==> config.mk <==
export PLATFORM = sky130hd
export DESIGN_NAME = sum_seq32
export DESIGN_NICKNAME = d
export VERILOG_FILES = /design/src/rtl/sum_seq32.sv
export SDC_FILE = /design/constraint.sdc
export NUM_CORES = 1
export LEC_CHECK = 0
export ABC_AREA = 1
export CORE_UTILIZATION = 50
export CTS_CLUSTER_DIAMETER = 60
export DETAILED_ROUTE_END_ITERATION = 6
export HOLD_SLACK_MARGIN = 0.05
export PLACE_DENSITY = 0.78
export SLEW_MARGIN = 5
export SYNTH_ARGS = -nofsm -noshare
export SYNTH_HDL_FRONTEND = slang
export SYNTH_SLANG_ARGS = --single-unit
==> constraint.sdc <==
create_clock -name clk -period 9.2 [get_ports clk]
set_input_delay 2.3 -clock clk [delete_from_list [all_inputs] [get_ports clk]]
set_output_delay 2.3 -clock clk [all_outputs]
set_load 0.02 [all_outputs]
==> src/rtl/sum_seq32.sv <==
// Byte-serial 32-bit adder/subtractor built around one 8-bit adder.
// Four byte cycles per operation, LSB byte first, registered results.

module my_sum (
  input  logic [7:0] Ain,
  input  logic [7:0] Bin,
  input  logic       Ci,
  output logic [7:0] Sout,
  output logic       Co
);

  // Plain 8-bit ripple add with carry in/out.
  assign {Co, Sout} = {1'b0, Ain} + {1'b0, Bin} + {8'b0, Ci};

endmodule

module sum_seq32 (
  input  logic        clk,
  input  logic        rst,
  input  logic        start,
  input  logic [31:0] Ain,
  input  logic [31:0] Bin,
  input  logic        Ci,
  input  logic        sub,
  output logic        busy,
  output logic        done,
  output logic [31:0] Sout,
  output logic        Co,
  output logic        ovf
);

  typedef enum logic [1:0] {
    IDLE,
    RUN,
    DONE
  } state_t;

  state_t      state;
  logic [1:0]  idx;
  logic        carry;
  logic [31:0] a_r;
  logic [31:0] b_r;
  logic        sub_r;
  logic [23:0] res;

  logic [7:0]  a_byte;
  logic [7:0]  b_byte;
  logic [7:0]  s8;
  logic        c8;
  logic        b31;

  // Select the current byte; subtraction feeds the inverted operand.
  assign a_byte = a_r[{idx, 3'b000} +: 8];
  assign b_byte = b_r[{idx, 3'b000} +: 8] ^ {8{sub_r}};
  assign b31    = b_r[31] ^ sub_r;

  my_sum u_add (
    .Ain  (a_byte),
    .Bin  (b_byte),
    .Ci   (carry),
    .Sout (s8),
    .Co   (c8)
  );

  // Control FSM, byte datapath and output registers.
  // Byte 3 goes straight to Sout so partial results never show.
  always_ff @(posedge clk or posedge rst) begin
    if (rst) begin
      state <= IDLE;
      idx   <= 2'd0;
      carry <= 1'b0;
      a_r   <= 32'd0;
      b_r   <= 32'd0;
      sub_r <= 1'b0;
      res   <= 24'd0;
      busy  <= 1'b0;
      done  <= 1'b0;
      Sout  <= 32'd0;
      Co    <= 1'b0;
      ovf   <= 1'b0;
    end else begin
      unique case (state)
        IDLE: begin
          done <= 1'b0;
          if (start) begin
            a_r   <= Ain;
            b_r   <= Bin;
            sub_r <= sub;
            carry <= sub ? 1'b1 : Ci;
            idx   <= 2'd0;
            busy  <= 1'b1;
            state <= RUN;
          end
        end
        RUN: begin
          carry <= c8;
          idx   <= idx + 2'd1;
          unique case (idx)
            2'd0: res[7:0]   <= s8;
            2'd1: res[15:8]  <= s8;
            2'd2: res[23:16] <= s8;
            2'd3: begin
              Sout  <= {s8, res};
              Co    <= c8;
              ovf   <= (a_r[31] == b31) &&
                       (s8[7] != a_r[31]);
              busy  <= 1'b0;
              done  <= 1'b1;
              state <= DONE;
            end
            default: ;
          endcase
        end
        DONE: begin
          done  <= 1'b0;
          state <= IDLE;
        end
        default: begin
          busy  <= 1'b0;
          done  <= 1'b0;
          state <= IDLE;
        end
      endcase
    end
  end

endmodule

==> results.py <==
metrics = {
    "pwr": {
        "p_clk_frac": 0.212,
        "p_sw_mw": 1.52,
        "comb_power_share": 0.499,
        "total_power_mw": 3.46,
        "p_leak_nw": 3.81,
        "cellPowerDensity_nw_per_um2": 457,
        "intPower_mw": 1.94,
        "swShare": 0.439,
        "ir_drop_mv": 0.259,
        "seq_power_share": 0.289,
    },
    "timing": {
        "final_max_slew_viol_count": 0,
        "min_period_over_period": 0.440,
        "rsz0062_at_grt": "false",
        "tightest_slew_ns": 1.11,
        "setup_viol": 0,
        "worst_slack_ns": 5.15,
        "finalHoldViolCount": 0,
        "relSlewSlack": 0.261,
        "fin_setup_tns_ns": 0,
        "clock_skew_ns": 0.0101,
        "period_minus_slack_ns": 4.05,
        "clock.fmax_mhz": 247,
    },
    "logic_synthesis": {
        "synth-edff-count": 0,
        "synth_area_leaders": "dfrtp_1, nand2_1, o21ai_0",
        "synth_nets": 780,
        "yosys-top-cells-count": "nand2_1, dfrtp_1, o21ai_0, nor2_1, inv_1",
        "synth_largest_area_cell": "dfrtp_1",
        "ys_seq_area_frac": 0.552,
        "ys_warn_count": 0,
        "synth_ff_type": "dfrtp_1",
        "synth_cells": 698,
        "synth-seq-cells": 130,
        "async_flop_share": 1.00,
        "synth.most_common_cell": "nand2_1",
        "syn_area_per_cell_um2": 8.44,
        "syn-cell-area_um2": 5890,
        "synth_top_cell_area_share": 0.552,
        "synth.distinct_cells": 28,
    },
    "clock_tree": {
        "cts_tree": "done",
        "clk_pin_slew_worst_paths_ns": 0.06,
        "cts_resized": 0,
        "post_cts_buffers": 0,
        "numCtsBuffers": 17,
        "hold_buffers": 0,
        "clkLatencyLatePin_ns": 0.42,
        "cts_max_level": 4,
        "clock_path_buffers": 2,
        "clock_sinks": 130,
        "root_buffer": "clkbuf_16",
    },
    "worst_setup_path": {
        "critPathBufInv": 3,
        "slowest_delay_ns": 0.87,
        "cp_slowest_cell": "inv_2",
        "worst-endpoint-arrival_ns": 4.29,
        "startpoint_type": "input port",
        "rr_endpoint": "res[22]",
        "cp_top_family": "buffers and inverters",
        "rrSetupSlack_ns": 5.63,
        "ff2ff_path_depth": 13,
        "path_cells": "clkdlybuf4s50_1 > nand3_2 > buf_4 > inv_2 > o21ai_0",
        "end_kind": "register",
        "worstPathMaxFanout": 71,
        "critical_path_class": "input port to register",
        "timing.rr.start": "idx[1]",
        "crit_required_ns": 9.44,
    },
    "global_route": {
        "grt.overflow.total": 0,
        "grt.total_usage": 0.235,
        "grt_pass1_wl_um": 23100,
        "grt_max_degree": 74,
        "antenna_found_initial": 0,
        "grt_pass1_vias": 4831,
    },
    "hold_path": {
        "hold_path_depth": 2,
        "hp-start": "Sout[17]",
        "hold_class": "register to register",
        "hold_end": "Sout[17]",
    },
    "die": {
        "row_count": 39,
        "io_pins": 105,
        "initial_utilization": 0.514,
        "coreArea_um2": 11500,
        "die-area_um2": 12200,
        "die_w_um": 111,
        "die_height_um": 111,
    },
    "detailed_routing": {
        "wl_per_cell_um": 14.5,
        "antenna_left": 0,
        "drc": 0,
        "drt-met1-wl_um": 5980,
        "wl_um": 13700,
        "vias": 4861,
        "met2_wirelength_um": 6850,
        "routed-wl-met3_um": 716,
        "routed.top_layer": "met4",
        "first_pass_iters": 4,
        "drtIter0Drc": 349,
        "vias_per_cell": 5.14,
    },
    "cells_and_area": {
        "nets": 872,
        "diodes": 0,
        "layout-drive-gt1-share": 0.0660,
        "syn2layout_area_growth_pct": 28.5,
    },
    "place": {
        "io_buffers": 104,
        "gp_congestion": 0.816,
        "dp_slack_ns": 4.69,
        "dp_hpwl_um": 8810,
    },
    "run": {
        "cap_violations": 0,
    },
    "outcome": {
        "outcome": "finished clean",
    },
}
-- cells in the final DEF, fill, tap and decap left out, drive strengths merged, types with 4 or more instances in the layout --
cell / n
bufinv: 4
clkbuf: 21
a21oi: 8
clkdlybuf4s50: 104
nand3: 14
o21ai: 68
ha: 11
nand2: 329
nor2: 39
inv: 33
o22ai: 13
xor2: 10
dfrtp: 130
-- cell type report --
class | count | area (um2)
clock buffers | 21 | 470
fillers | 931 | 3890
flip-flops and latches | 130 | 3250
well taps | 143 | 179
clock inverters | 11 | 175
multi-input cells | 503 | 2310
inverters | 31 | 124
repair buffers | 107 | 1060
-- metrics by stage --
| step | hold slack [ns] | cells | utilization | cell area, um2 |
|---|---|---|---|---|
| final | 0.472 | 946 | 0.660 | 7570 |
| after global routing | 0.488 | 946 | 0.660 | 7570 |
| after CTS | 0.471 | 946 | 0.660 | 7570 |
| after detailed placement | 0.457 | 914 | 0.604 | 6930 |
| after global placement | 0.454 | 914 | 0.604 | 6930 |
| after floorplan | 0.444 | 698 | - | 5890 |
-- power by group through the flow --
stage / registers, mW / clock network, mW / logic [mW]
6_report: 1.00 / 0.734 / 1.73
5_1_grt: 1.03 / 0.766 / 1.94
4_1_cts: 1.00 / 0.740 / 1.73
3_5_place_dp: 1.00 / 0 / 1.71
3_3_place_gp: 0.993 / 0 / 1.65
2_1_floorplan: 1.04 / 0 / 1.17
-- flip-flops by register name, indices dropped and copies added, names as in the netlist --
signal / count
Co: 1
b_r: 32
a_r: 32
res: 24
busy: 1
Sout: 32
idx: 2
carry: 1
ovf: 1
state: 2
done: 1
sub_r: 1
-- metal layers --
metal / GRT usage / vias up
met2: 0.398 / 180
met1: 0.305 / 2284
li1: - / 2380
met3: 0.0499 / 17
met4: 0.0684 / 0
met5: 0 / -
-- logic make-up (layout without fill, tap and decap cells) --
group | Yosys count | after routing | synth area share
AND/OR/NAND/NOR | 385 | 385 | 0.254
flip-flops | 130 | 130 | 0.552
AO/OA/AOI/OAI | 92 | 92 | 0.0879
buffers and inverters | 65 | 170 | 0.0571
adder cells (fa/ha/maj) | 13 | 13 | 0.0301
XOR/XNOR | 13 | 13 | 0.0193
-- worst reg2reg max path: stages, from the launching register on --
cell and delay, ns:
dfrtp_1 0.63, inv_1 0.66, o21ai_0 0.20, o22ai_1 0.18, xor2_1 0.11, fa_1 0.42, fa_1 0.42, inv_1 0.08
nand3_1 0.06, nand2_1 0.10, a21oi_1 0.10, or2_2 0.33, nand3_1 0.11, nand2_1 0.06
-- how the worst max path moves through the flow --
stage / startpoint / to / slack (ns) / cells after the start
after floorplan: rst / Co / 3.43 / 1
after global placement: start / carry / 4.76 / 6
after detailed placement: start / carry / 4.69 / 6
after CTS: start / carry / 5.13 / 6
after global routing: start / a_r[0] / 4.94 / 5
final: start / a_r[0] / 5.15 / 5
(Power assumes the default switching activity.)
